===== config.mk =====
export PLATFORM = sky130hd
export DESIGN_NAME = rr_arb4_onehot
export DESIGN_NICKNAME = d
export VERILOG_FILES = /design/src/rtl/arb_pkg.sv /design/src/rtl/rr_pick4.sv /design/src/rtl/rr_arb4_onehot.sv
export SDC_FILE = /design/constraint.sdc
export NUM_CORES = 1
export LEC_CHECK = 0
export BUFFER_PORTS_ARGS = -buffer_cell sky130_fd_sc_hd__clkbuf_2
export CORE_AREA = 2 2 39 41
export DETAILED_ROUTE_END_ITERATION = 8
export DIE_AREA = 0 0 41 43
export GPL_ROUTABILITY_DRIVEN = 1
export PLACE_DENSITY_LB_ADDON = 0.08
export REMOVE_ABC_BUFFERS = 1
export SLEW_MARGIN = 30
export SYNTH_ARGS = -nofsm -noshare
export SYNTH_HDL_FRONTEND = slang
export SYNTH_SLANG_ARGS = --single-unit

===== constraint.sdc =====
create_clock -name clk_i -period 5.4 [get_ports clk_i]
set_input_delay 1.08 -clock clk_i [delete_from_list [all_inputs] [get_ports clk_i]]
set_output_delay 1.08 -clock clk_i [all_outputs]
set_load 0.02 [all_outputs]

===== src/rtl/arb_pkg.sv =====
// Shared types for the round-robin arbitration stages.
package arb_pkg;

  localparam int NUM_REQ = 4;

  typedef logic [NUM_REQ-1:0] gnt_t;
  typedef logic [1:0]         idx_t;

  typedef enum logic {
    ARB_IDLE  = 1'b0,
    ARB_GRANT = 1'b1
  } arb_state_t;

  // Expand a requester index into its one-hot grant pattern.
  function automatic gnt_t idx_to_onehot(input idx_t idx);
    gnt_t oh;
    oh      = '0;
    oh[idx] = 1'b1;
    return oh;
  endfunction

endpackage


===== src/rtl/rr_pick4.sv =====
// Combinational 4-way round-robin pick: rotate the request word so the
// pointer position sits at bit 0, take the lowest set bit, then rotate the
// winning index back. any_o is low when no request is present.
module rr_pick4
  import arb_pkg::*;
(
  input  logic [3:0] req_i,
  input  logic [1:0] ptr_i,
  output logic [3:0] win_oh_o,
  output logic [1:0] win_idx_o,
  output logic       any_o
);

  logic [3:0] rot;
  idx_t       rot_idx;
  idx_t       win_idx;
  logic       found;

  // Rotate, fixed-priority pick on the rotated word, un-rotate the index.
  always_comb begin
    rot     = '0;
    rot_idx = '0;
    found   = 1'b0;
    for (int i = 0; i < NUM_REQ; i++) begin
      rot[i] = req_i[idx_t'(i) + ptr_i];
    end
    for (int i = 0; i < NUM_REQ; i++) begin
      if (!found && rot[i]) begin
        found   = 1'b1;
        rot_idx = idx_t'(i);
      end
    end
    win_idx   = rot_idx + ptr_i;
    win_idx_o = win_idx;
    win_oh_o  = found ? idx_to_onehot(win_idx) : '0;
    any_o     = found;
  end

endmodule


===== src/rtl/rr_arb4_onehot.sv =====
// 4-requester round-robin arbiter with a registered one-hot grant.
// A grant is held until the holder releases it (done_i or dropping its
// request) and is always followed by at least one all-zero cycle, so the
// downstream index encoder never sees two codes back to back.
// Optional forced release after TIMEOUT_CYC held cycles: RR_ARB_TIMEOUT_EN.
//
// Handshake: req_i is a level request; a requester owns the grant from the
// cycle gnt_o[i] is high until the edge at which done_i=1 or req_i[i]=0 is
// sampled; gnt_o is zero in the following cycle.
module rr_arb4_onehot
  import arb_pkg::*;
#(
  parameter int unsigned TIMEOUT_CYC = 16
) (
  input  logic       clk_i,
  input  logic       rst_ni,
  input  logic [3:0] req_i,
  input  logic       done_i,
  output logic [3:0] gnt_o,
  output logic       gnt_valid_o,
  output logic       timeout_o,
  output logic       dbg_state_o
);

  // Reject an out-of-range hold limit at elaboration.
  if (TIMEOUT_CYC < 2 || TIMEOUT_CYC > 255) begin : g_bad_timeout
    $error("rr_arb4_onehot: TIMEOUT_CYC must be within 2..255");
  end

  arb_state_t state_q, state_d;
  gnt_t       gnt_q, gnt_d;
  logic       gnt_valid_q, gnt_valid_d;
  logic       timeout_q, timeout_d;
  idx_t       ptr_q, ptr_d;
  idx_t       idx_q, idx_d;

  gnt_t       pick_oh;
  idx_t       pick_idx;
  logic       pick_any;
  logic       normal_rel;
  logic       timeout_hit;

  rr_pick4 u_pick (
    .req_i     (req_i),
    .ptr_i     (ptr_q),
    .win_oh_o  (pick_oh),
    .win_idx_o (pick_idx),
    .any_o     (pick_any)
  );

`ifdef RR_ARB_TIMEOUT_EN
  localparam int unsigned CNT_W = $clog2(TIMEOUT_CYC + 1);

  logic [CNT_W-1:0] cnt_q, cnt_d;

  // Hold counter: zero while idle (so it is clear on entry), counts GRANT cycles.
  always_comb begin
    cnt_d = '0;
    if (state_q == ARB_GRANT) begin
      cnt_d = cnt_q + 1'b1;
    end
  end

  // Counter register.
  always_ff @(posedge clk_i or negedge rst_ni) begin
    if (!rst_ni) begin
      cnt_q <= '0;
    end else begin
      cnt_q <= cnt_d;
    end
  end

  // cnt_q == TIMEOUT_CYC-1 at an edge means the grant has been high TIMEOUT_CYC cycles.
  assign timeout_hit = (state_q == ARB_GRANT) && (cnt_q == CNT_W'(TIMEOUT_CYC - 1));
`else
  assign timeout_hit = 1'b0;
`endif

  // Next-state and grant logic; a release always passes through IDLE.
  always_comb begin
    state_d     = state_q;
    gnt_d       = gnt_q;
    gnt_valid_d = gnt_valid_q;
    ptr_d       = ptr_q;
    idx_d       = idx_q;
    timeout_d   = 1'b0;
    normal_rel  = done_i | ~req_i[idx_q];
    unique case (state_q)
      ARB_IDLE: begin
        if (pick_any) begin
          state_d     = ARB_GRANT;
          gnt_d       = pick_oh;
          gnt_valid_d = 1'b1;
          idx_d       = pick_idx;
        end
      end
      ARB_GRANT: begin
        if (normal_rel || timeout_hit) begin
          state_d     = ARB_IDLE;
          gnt_d       = '0;
          gnt_valid_d = 1'b0;
          ptr_d       = idx_q + 2'd1;
          // A coinciding normal release takes precedence over the timeout.
          timeout_d   = timeout_hit & ~normal_rel;
        end
      end
      default: begin
        state_d     = ARB_IDLE;
        gnt_d       = '0;
        gnt_valid_d = 1'b0;
      end
    endcase
  end

  // State, grant and pointer registers.
  always_ff @(posedge clk_i or negedge rst_ni) begin
    if (!rst_ni) begin
      state_q     <= ARB_IDLE;
      gnt_q       <= '0;
      gnt_valid_q <= 1'b0;
      timeout_q   <= 1'b0;
      ptr_q       <= '0;
      idx_q       <= '0;
    end else begin
      state_q     <= state_d;
      gnt_q       <= gnt_d;
      gnt_valid_q <= gnt_valid_d;
      timeout_q   <= timeout_d;
      ptr_q       <= ptr_d;
      idx_q       <= idx_d;
    end
  end

  assign gnt_o       = gnt_q;
  assign gnt_valid_o = gnt_valid_q;
  assign timeout_o   = timeout_q;
  assign dbg_state_o = (state_q == ARB_GRANT);

endmodule


# After elaboration in Yosys (flattened, before gate mapping)
# Index checks and enable logic that the tools add are counted.
word_totals:
  input_bits: 7
  regBits: 10
op_classes:
  muxes: 28
  n_reduce_logical: 10
  order_cmp: 7
  add_sub_neg: 5
  bitwise_logic: 3
  eq_ne: 2
ops:
  columns: ["cell", "count"]
  rows:
  - ["2-bit by 3-bit < comparator with 1-bit output, second input constant", 6]
  - ["1-bit 2-to-1 mux", 15]
  - ["1-bit binary-select mux with 2-bit select", 5]
  - ["4-bit 2-to-1 mux", 2]
  - ["4-bit case mux with 2 select lines", 1]
  - ["2-bit AND reduction", 3]
  - ["2-bit adder, first input constant", 2]
  - ["1-bit logical AND", 4]
  - ["2-bit 2-to-1 mux", 2]
  - ["1-bit case mux with 2 select lines", 2]
  - ["1-bit logical NOT", 3]
  - ["1-bit by 2-bit adder with 2-bit output, first input constant", 1]
  - ["2-bit by 1-bit adder with 2-bit output, second input constant", 1]
  - ["2-bit adder", 1]
  - ["1-bit demux with 2-bit select", 1]
  - ["2-bit by 1-bit greater-or-equal comparator with 1-bit output, second input constant", 1]
  - ["2-bit by 1-bit != test with 1-bit output, second input constant", 1]
  - ["2-bit != test, second input constant", 1]
  - ["1-bit inverter", 2]
  - ["1-bit bitwise OR", 1]

# Longest topological paths before layout
# Gate-level depths: netlist of run 1.
depth:
  depth_word: 19
  ltp_mapped: 9

# Cells and area by module
# From an unflattened synthesis of run 1, not the netlist that was laid out.
unflattened:
  cells_unflattened: 93
  area_unflattened_um2: 824.5
by_module_without_submodules:
  columns: ["module", "seq_area_each_um2", "cells_each", "area_per_inst_um2", "instances"]
  rows:
  - ["rr_arb4_onehot", 250.2, 53, 546.8, 1]
  - ["rr_pick4", 0.0, 40, 277.8, 1]

# Worst setup path before layout of run 1
# No wires, ideal clock.
synth_path:
  path_type: "input -> register"
  start: "input req_i[3]"
  end: "register gnt_q[1], in the netlist gnt_o[1]"
  arrival_ps: 2381
  path_stages: 8
  path_buffers: 1
  setup_slack_ps: 2899
  required_time_ps: 5280
  cell_sequence: "buf_6 o21ai_0 a21oi_1 o31a_2 ha_1 xor2_1 xnor2_2 a31o_1"
synth_via:
  elab_chain_cells: 19
synth_lines:
  columns: ["item", "line_no", "text"]
  rows:
  - ["start, declared", "rr_arb4_onehot.sv:17", "input logic [3:0] req_i,"]
  - ["1-bit binary-select mux with 2-bit select", "rr_pick4.sv:25", "rot[i] = req_i[idx_t'(i) + ptr_i];"]
  - ["1-bit 2-to-1 mux (implied by the code)", "rr_pick4.sv:25", null]
  - ["1-bit 2-to-1 mux", "rr_pick4.sv:28", "if (!found && rot[i]) begin"]
  - ["1-bit logical NOT", "rr_pick4.sv:28", null]
  - ["1-bit logical AND", "rr_pick4.sv:28", null]
  - ["1-bit 2-to-1 mux", "rr_pick4.sv:28", null]
  - ["1-bit logical NOT", "rr_pick4.sv:28", null]
  - ["1-bit logical AND", "rr_pick4.sv:28", null]
  - ["[3 not listed]", null, null]
  - ["2-bit 2-to-1 mux", "rr_pick4.sv:28", null]
  - ["2-bit adder", "rr_pick4.sv:33", "win_idx = rot_idx + ptr_i;"]
  - ["2-bit by 3-bit < comparator with 1-bit output (implied by the code) or 2-bit by 1-bit greater-or-equal comparator with 1-bit output (tied branches)", "arb_pkg.sv:18", "oh[idx] = 1'b1;"]
  - ["1-bit logical AND (implied by the code)", "arb_pkg.sv:18", null]
  - ["1-bit 2-to-1 mux (implied by the code)", "arb_pkg.sv:18", null]
  - ["1-bit demux with 2-bit select", null, null]
  - ["4-bit 2-to-1 mux", "rr_arb4_onehot.sv:90", "if (pick_any) begin"]
  - ["4-bit case mux with 2 select lines", "rr_arb4_onehot.sv:88", "unique case (state_q)"]
  - ["end signal, assigned", "rr_arb4_onehot.sv:126", "gnt_q <= gnt_d;"]
  - ["end, declared", "rr_arb4_onehot.sv:31", "gnt_t gnt_q, gnt_d;"]
# Several ways; a longest one is shown, not always the timed one. The select of a mux whose other input is x is not followed.
# A chain may end at the register's enable or synchronous reset.

# Worst setup path in the final report of run 1
layout_path:
  start: "input req_i[0]"
  end: "register gnt_q[1], in the netlist gnt_o[1]"
# The elaborated chain is that of the path after synthesis.

==> qor.yml, run 1 <==
grt_max_degree: 13
clock_skew_ps: 5.70
max-vdd-ir-drop_mv: 0.281
synth_top_family_by_area: "compound AO/OA/AOI/OAI gates"
die_w_um: 41
cp.arrival_ps: 2670
synthesis.area_um2: 642
ys_seq_area_share_pct: 39.0
setup_tns_ps: 0
grt_pass1_wl_um: 1880
rsz0062_at_grt: "no"
cts-htree-levels: 1
drc_errors: 0
clkSlewWorstSetupHoldPaths_ps: 70
fin_crit_ps: 2510
p_seq_share_pct: 34.8
clockBufferDepth: 2
synthSimpleGateAreaFrac_pct: 20.5
grt_use_met2_pct: 23.4
met3_usage_pct: 1.57
vias: 509
whs_path_depth: 2
track_usage_pct: 16.0
design_area_um2: 721
placed_cell_area_um2: 684
p_int_mw: 0.242
die_y_um: 43
hold_end: "gnt_valid_o"
cp.required_ps: 5550
min_period_over_period_pct: 46.5
r2r_cells: 7
yosys-top-cells-area: "dfrtp_1, nand2_1, o21ai_0"
area_growth_pct: 12.3
maxCapViolCount: 0
crit_path_top_delay_cell: "o31a_2"
reg2reg_to: "gnt_o[1]"
setup_viol: 0
p_leak_nw: 0.344
worstSetupPathType: "in2reg"
dp_hpwl_um: 882
core_um2: 1380
power_density_nw_per_um2: 592
synthArstFlopShare_pct: 100
yosysTopAreaCell: "dfrtp_1"
synth-edff-count: 0
numCtsBuffers: 3
synth.mux.area_fraction_pct: 3.51
hold_path.class: "reg2reg"
clk_latency_ps: 270
routed_wl_um: 1210
setup.worst_path.start_class: "input pin"
register_area_um2: 250
viasPerCell: 5.41
synth_seq_cells: 10
yosys-top-cells-count: "dfrtp_1, nand2_1, o21ai_0"
met1_usage_pct: 21.6
grt_antenna_before_repair: 0
synth_compound_gate_area_share_pct: 21.6
synthCells: 66
synth.avg_cell_area_um2: 9.73
fin_cells: 94
port_buffers: 12
ys_warn_count: 0
clockRootBuffer: "clkbuf_4"
rr_startpoint: "ptr_q[1]"
cp.buffers_inverters: 2
dr.pass1.iters: 2
n_antenna_cell: 0
rrSetupSlack_ps: 3360
place_congestion: 0.686
synthXorXnorAreaFrac_pct: 5.26
yosysUniqueCellTypes: 32
hold_violations: 0
cts_tree: "yes"
crit_family: "compound AO/OA/AOI/OAI gates"
worstSetupEndpointType: "register"
drive_gt1_share_pct: 33.3
multi_input_area_um2: 343
ys.flop_type: "dfrtp_1"
cts_resized: 0
drtIter0Drc: 1
power.switching_mw: 0.185
p_sw_share_pct: 43.3
clkPwrFrac_pct: 15.7
drv_slew: 0
drtAntennaViolNets: 0
power_mw: 0.427
start_util_pct: 46.4
grt_overflow: 0
post_cts_buffers: 0
min_from: "gnt_valid_o"
nets: 87
cts_sinks: 10
fmax_mhz: 398
cp_cell_sequence: "clkbuf_2 -> inv_1 -> o21ai_0 -> a21oi_1 -> o31a_2 -> ha_1 -> xor2_1 -> xnor2_2 -> a31o_1"
critPathMaxFanout: 6
wl_per_cell_um: 12.9
hold_buffers: 0
io_pins: 14
synthAdderAreaFrac_pct: 1.95
outcome: "finished, final reports clean"
comb_power_share_pct: 49.5
grt-busiest-layer: "met2"
dieArea_um2: 1760
num_rows: 14
placedCellCount: 90
max_stage_delay_ps: 320
fillers: 129
yosys.area.top_type_share_pct: 39.0
grt_pass1_vias: 434
[cell usage in the layout, fill, tap and decap left out, drive strengths merged, types with 2 or more instances in the layout]
| cell | n |
|---|---|
| o21ai | 7 |
| nand3 | 2 |
| nand3b | 2 |
| xnor2 | 2 |
| nand2 | 10 |
| nor3b | 2 |
| dfrtp | 10 |
| nor2 | 4 |
| clkbuf | 16 |
| inv | 3 |
| o31ai | 2 |
[area by class of cell]
type / instances / share of cell area, %
clock buffers: 4 / 5.03
inverters: 3 / 1.56
multi-input cells: 49 / 47.6
flip-flops and latches: 10 / 34.7
well taps: 16 / 2.78
repair buffers: 12 / 8.33
[power groups by stage]
| stage | Sequential, mW | Combinational [mW] | Clock, mW |
|---|---|---|---|
| CTS | 0.149 | 0.215 | 0.0695 |
| floorplan | 0.159 | 0.148 | 0 |
| global route | 0.153 | 0.236 | 0.0721 |
| finish | 0.149 | 0.211 | 0.0668 |
| global placement | 0.148 | 0.211 | 0 |
| detailed placement | 0.150 | 0.214 | 0 |
[worst max path at each step]
stage	cells past startpoint	end	from	slack [ps]
after detailed placement	9	gnt_o[1]	req_i[0]	2620
after global routing	9	gnt_o[1]	req_i[0]	2810
after global placement	9	gnt_o[1]	req_i[0]	2640
after CTS	9	gnt_o[1]	req_i[0]	2890
final	9	gnt_o[1]	req_i[0]	2890
after floorplan	8	gnt_o[1]	req_i[0]	2910
[worst reg2reg max path: stages (launching register included)]
cell,delay (ps)
dfrtp_1,510
o21ai_0,220
a21oi_1,80
o31a_2,320
ha_1,190
xor2_1,220
xnor2_2,150
a31o_1,240
[per-layer routing]
| metal | wire length (µm) | share of wire, % | vias to the layer above |
|---|---|---|---|
| li1 | - | - | 257 |
| met1 | 603 | 50 | 238 |
| met2 | 539 | 45 | 11 |
| met3 | 44 | 3.6 | 3 |
| met4 | 21 | 1.7 | 0 |
| met5 | 0 | 0 | - |
[flip-flops by register name, indices dropped and copies added, names as in the netlist]
signal and cells:
gnt_valid_o 1, idx_q 2, ptr_q 2, gnt_o 4
dbg_state_o 1
[metrics by stage]
step | util [%] | hold slack [ps] | setup slack, ps
4_1_cts | 52.1 | 487 | 2890
3_5_place_dp | 49.5 | 470 | 2620
3_3_place_gp | 49.5 | 463 | 2640
6_report | 52.1 | 491 | 2890
5_1_grt | 52.1 | 514 | 2810
2_1_floorplan | - | 499 | 2910
[cell families (layout without fill, tap and decap cells)]
kind of cell               count (synthesis)  count (layout)
xor gates and xnor gates                   3               3
DFF                                       10              10
and+or+nand+nor                           25              25
other                                      1               1
muxes                                      1               1
AOI/OAI and AO/OA                         18              18
adders and majority gates                  1               1
buffers and inverters                      7              19
Note: power is estimated with default switching activity, not from simulation.
==> run 2: changes to the inputs <==
--- a/config.mk
+++ b/config.mk
@@ -6,9 +6,9 @@
 export NUM_CORES = 1
 export LEC_CHECK = 0
 export BUFFER_PORTS_ARGS = -buffer_cell sky130_fd_sc_hd__clkbuf_2
-export CORE_AREA = 2 2 39 41
+export CORE_MARGIN = 1
+export CORE_UTILIZATION = 46
 export DETAILED_ROUTE_END_ITERATION = 8
-export DIE_AREA = 0 0 41 43
 export GPL_ROUTABILITY_DRIVEN = 1
 export PLACE_DENSITY_LB_ADDON = 0.08
 export REMOVE_ABC_BUFFERS = 1
==> constraint.sdc (replaced) <==
create_clock -name clk_i -period 2.3 [get_ports clk_i]
set_input_delay 0.46 -clock clk_i [delete_from_list [all_inputs] [get_ports clk_i]]
set_output_delay 0.46 -clock clk_i [all_outputs]
set_load 0.02 [all_outputs]
==> qor.yml, run 2 (same netlist as run 1, synthesis figures left out) <==
outcome: "finished, final reports clean"
power_density_nw_per_um2: 1410  # +140%
register_area_um2: 250  # unchanged
multi_input_area_um2: 343  # unchanged
dr.pass1.iters: 3  # +1
critPathMaxFanout: 7  # +1
cp.arrival_ps: 2160  # -510 ps
layout_common_cells: "clkbuf_2, nand2_1, dfrtp_1, o21ai_0, nor2_1"
rrSetupSlack_ps: 300  # -3060 ps
dp_hpwl_um: 923  # +4.7%
hold_path.class: "in2async"
drv_slew: 0  # unchanged
r2r_cells: 7  # unchanged
post_cts_buffers: 0  # unchanged
critical_path_depth: 7  # -2
clockBufferDepth: 2  # unchanged
hold_violations: 0  # unchanged
clockRootBuffer: "clkbuf_4"
p_leak_nw: 0.349  # +1.4%
grt_overflow: 0  # unchanged
setup_tns_ps: 0  # unchanged
fillers: 112  # -13%
setup.worst_path.start_class: "register"
min_period_over_period_pct: 86.7
vias: 504  # -0.98%
numCtsBuffers: 3  # unchanged
startpoint: "ptr_q[1]"
layout_commonest_cell: "clkbuf_2"
grt_pass1_vias: 434  # unchanged
grt_pass1_wl_um: 1990  # +5.9%
clk_latency_ps: 270  # about the same
reg2reg_to: "gnt_o[1]"
cp_cell_sequence: "o21ai_0 -> a21oi_1 -> o31a_2 -> ha_1 -> xor2_1 -> xnor2_2 -> a31o_1"
place_congestion: 0.803  # +17%
wl_per_cell_um: 13.6  # +5.8%
cts_sinks: 10  # unchanged
drive_gt1_share_pct: 34.2  # +0.84 points
crit_path_top_delay_cell: "dfrtp_1"
rr_startpoint: "ptr_q[1]"
grt_antenna_before_repair: 0  # unchanged
drtIter0Drc: 5  # +4
setup_viol: 0  # unchanged
io_pins: 14  # unchanged
clock_skew_ps: 0.478  # -5.22 ps
routed_wl_um: 1280  # +5.8%
cts_tree: "yes"
nets: 88  # +1.1%
port_buffers: 12  # unchanged
n_antenna_cell: 0  # unchanged
fin_crit_ps: 2000
worstSetupPathType: "reg2reg"
die_w_um: 39.4  # -4.0%
maxCapViolCount: 0  # unchanged
cp.required_ps: 2460  # -3090 ps
die_y_um: 39.4  # -8.5%
cp.buffers_inverters: 0  # -2
num_rows: 13  # -1
setup.worst_path.end: "gnt_o[1]"
rsz0062_at_grt: "no"
max-vdd-ir-drop_mv: 0.716  # +150%
cts_resized: 0  # unchanged
cts-htree-levels: 1  # unchanged
crit_family: "compound AO/OA/AOI/OAI gates"
core_um2: 1300  # -6.0%
area_growth_pct: 13.3
fmax_mhz: 501
viasPerCell: 5.36  # -0.98%
largest_reg_flops: 4  # unchanged
clkSlewWorstSetupHoldPaths_ps: 70  # about the same
drtAntennaViolNets: 0  # unchanged
track_usage_pct: 20.5  # +4.5 points
hold_buffers: 0  # unchanged
max_stage_delay_ps: 470  # +150 ps
dieArea_um2: 1550  # -12%
worstSetupEndpointType: "register"
start_util_pct: 49.3  # +2.9 points
fin_hold_ws_ps: 47.1  # -443 ps
drc_errors: 0  # unchanged
grt_max_degree: 11  # -2
## run 2: per-layer routing
metal / vias to the layer above / part of all wire [%] / global-route usage, %
met2: 10 / 44 / 30.4
li1: 260 / - / -
met5: - / 0 / 0
met1: 230 / 50 / 25.1
met4: 0 / 1.8 / 10.3
met3: 4 / 4.9 / 8.52
## run 2: through the flow
| step | utilization [%] | setup slack, ps | area (µm²) | cells | total power [mW] |
|---|---|---|---|---|---|
| after floorplan | - | 421 | 604 | 62 | 0.720 |
| after global placement | 53.1 | 159 | 691 | 90 | 0.857 |
| after detailed placement | 53.1 | 136 | 691 | 90 | 0.871 |
| after CTS | 55.9 | 316 | 727 | 94 | 1.03 |
| after global routing | 55.9 | 155 | 727 | 94 | 1.11 |
| final | 55.9 | 305 | 727 | 94 | 1.02 |
## run 2: power breakdown
part / switching [mW] / leakage, nW / internal, mW / total (mW)
sequential: 0.0845 / 0.125 / 0.253 / 0.338
combinational: 0.297 / 0.203 / 0.230 / 0.527
clock: 0.0638 / 0.0210 / 0.0963 / 0.160
total: 0.446 / 0.349 / 0.579 / 1.02
## run 2: worst reg2reg max path, delay by kind of cell, from the launching register on
kind | cells | cell delay, ps
compound gates | 4 | 850
flops | 1 | 470
xor+xnor | 2 | 380
fa+ha+maj | 1 | 190
## run 2: worst min path at each step
stage / startpoint / to / slack, ps / cells after the start
finish: rst_ni / gnt_o[0] / 50 / 1
floorplan: rst_ni / dbg_state_o / 160 / 0
CTS: rst_ni / idx_q[1] / 50 / 1
global placement: rst_ni / gnt_valid_o / 340 / 1
global route: rst_ni / gnt_valid_o / 50 / 1
detailed placement: rst_ni / gnt_o[2] / 350 / 1
## run 2: layout make-up
class,instances,share of cell area [%]
multi-input cells,49,47.2
flip-flops and latches,10,34.4
repair buffers,13,9.29
clock buffers,4,4.99
well taps,15,2.58
inverters,3,1.55
==> run 3: changes to the inputs <==
--- a/config.mk
+++ b/config.mk
@@ -10,7 +10,7 @@
 export CORE_UTILIZATION = 46
 export DETAILED_ROUTE_END_ITERATION = 8
 export GPL_ROUTABILITY_DRIVEN = 1
-export PLACE_DENSITY_LB_ADDON = 0.08
+export PLACE_DENSITY = 0.8
 export REMOVE_ABC_BUFFERS = 1
 export SLEW_MARGIN = 30
 export SYNTH_ARGS = -nofsm -noshare
==> qor.yml, run 3 (same netlist as run 1, synthesis figures left out) <==
die_y_um: 39.4  # unchanged
vias: 510  # +1.2%
die_w_um: 39.4  # unchanged
min_period_over_period_pct: 82.1  # -4.7 points
clkPwrFrac_pct: 15.2  # -0.4 points
worstSetupEndpointType: "register"
maxCapViolCount: 0  # unchanged
rsz0062_at_grt: "no"
p_sw_share_pct: 43.0  # -0.50 points
cp.required_ps: 2450  # about the same
cts_resized: 0  # unchanged
drive_gt1_share_pct: 34.2  # unchanged
n_antenna_cell: 0  # unchanged
nets: 88  # unchanged
dr.pass1.iters: 4  # +1
max_stage_delay_ps: 320  # -150 ps
viasPerCell: 5.43  # +1.2%
setup.worst_path.start_class: "input pin"
dieArea_um2: 1550  # unchanged
drtIter0Drc: 9  # +4
setup_tns_ps: 0  # unchanged
max-vdd-ir-drop_mv: 0.613  # -14%
clk_latency_ps: 260  # about the same
place_congestion: 0.767  # -4.5%
fin_crit_ps: 1890  # -107 ps
grt_overflow: 0  # unchanged
comb_power_share_pct: 52.6  # +1.2 points
r2r_cells: 7  # unchanged
p_int_mw: 0.579  # about the same
p_seq_share_pct: 32.2  # -0.7 points
worstSetupPathType: "in2reg"
dp_hpwl_um: 875  # -5.3%
clock_skew_ps: 5.67  # +5.19 ps
num_rows: 13  # unchanged
drv_slew: 0  # unchanged
track_usage_pct: 18.3  # -2.2 points
core_um2: 1300  # unchanged
hold_violations: 0  # unchanged
drtAntennaViolNets: 0  # unchanged
post_cts_buffers: 0  # unchanged
crit_path_top_delay_cell: "o31a_2"
outcome: "finished, final reports clean"
power.switching_mw: 0.437  # -2.0%
clkSlewWorstSetupHoldPaths_ps: 70  # about the same
area_growth_pct: 13.3  # unchanged
wl_per_cell_um: 12.8  # -6.1%
grt_pass1_wl_um: 1930  # -3.5%
cp_cell_sequence: "clkbuf_2 -> inv_1 -> o21ai_0 -> a21oi_1 -> o31a_2 -> ha_1 -> xor2_1 -> xnor2_2 -> a31o_1"
critPathMaxFanout: 6  # -1
layout_commonest_cell: "clkbuf_2"
routed_wl_um: 1200  # -6.1%
port_buffers: 12  # unchanged
largest_reg_flops: 4  # unchanged
hold_path.class: "in2async"
power_mw: 1.02  # -0.89%
p_leak_nw: 0.349  # about the same
cts-htree-levels: 1  # unchanged
cp.arrival_ps: 2040  # -120 ps
io_pins: 14  # unchanged
start_util_pct: 49.3  # unchanged
grt_antenna_before_repair: 0  # unchanged
numCtsBuffers: 3  # unchanged
layout_common_cells: "clkbuf_2, nand2_1, dfrtp_1, o21ai_0, nor2_1"
clockBufferDepth: 2  # unchanged
hold_buffers: 0  # unchanged
fmax_mhz: 530  # +5.7%
clockRootBuffer: "clkbuf_4"
drc_errors: 0  # unchanged
grt_pass1_vias: 461  # +6.2%
cts_sinks: 10  # unchanged
setup_viol: 0  # unchanged
grt_max_degree: 11  # unchanged
power_density_nw_per_um2: 1400  # -0.89%
cts_tree: "yes"
-- run 3: cell counts in the layout (fill, tap and decap cells not counted) --
No cell type changed its count.
-- run 3: critical path: cells and delay by family --
kind,cells,cell delay [ps]
AO/OA/AOI/OAI,4,780
XOR/XNOR,2,380
adder cells (fa/ha/maj),1,190
buffers and inverters,2,230
-- run 3: layout make-up --
type / count / area [µm²]
repair buffers: 13 / 67.6
fillers: 120 / 574
inverters: 3 / 11.3
clock buffers: 4 / 36.3
well taps: 15 / 18.8
multi-input cells: 49 / 343
flip-flops and latches: 10 / 250
-- run 3: stage by stage --
stage               hold slack, ps  instance area, µm²  std cells  setup WS [ps]  util, %
global placement               339                 691         90            175     53.1
finish                        49.9                 727         94            412     55.9
global route                  67.0                 727         94            290     55.9
floorplan                      164                 604         62            421        -
detailed placement             341                 691         90            139     53.1
CTS                           62.4                 727         94            404     55.9
-- run 3: power by group through the flow --
stage / Clock [mW] / Sequential, mW / Combinational (mW)
floorplan: 0 / 0.374 / 0.347
global placement: 0 / 0.328 / 0.521
detailed placement: 0 / 0.331 / 0.532
CTS: 0.158 / 0.328 / 0.535
global route: 0.165 / 0.342 / 0.585
finish: 0.154 / 0.327 / 0.534
-- run 3: path summary, 6_finish.rpt --
kind | slack (ps) | to | start
worst max register to register | 420 | gnt_o[1] | ptr_q[1]
worst max-delay path | 410 | gnt_o[1] | req_i[0]
min in group clk_i | 490 | gnt_valid_o | gnt_valid_o
worst min register to register | 490 | gnt_valid_o | gnt_valid_o
max in group asynchronous | 2040 | idx_q[0] | rst_ni
worst min-delay path | 50 | gnt_o[0] | rst_ni
-- run 3: metal layers --
layer | global-route usage, % | vias up | routed length (µm) | share of wire, %
met5 | 0 | - | 0 | 0
met3 | 1.70 | 0 | 79 | 6.6
li1 | - | 260 | - | -
met4 | 7.76 | 0 | 0 | 0
met1 | 24.4 | 227 | 571 | 48
met2 | 30.0 | 23 | 549 | 46
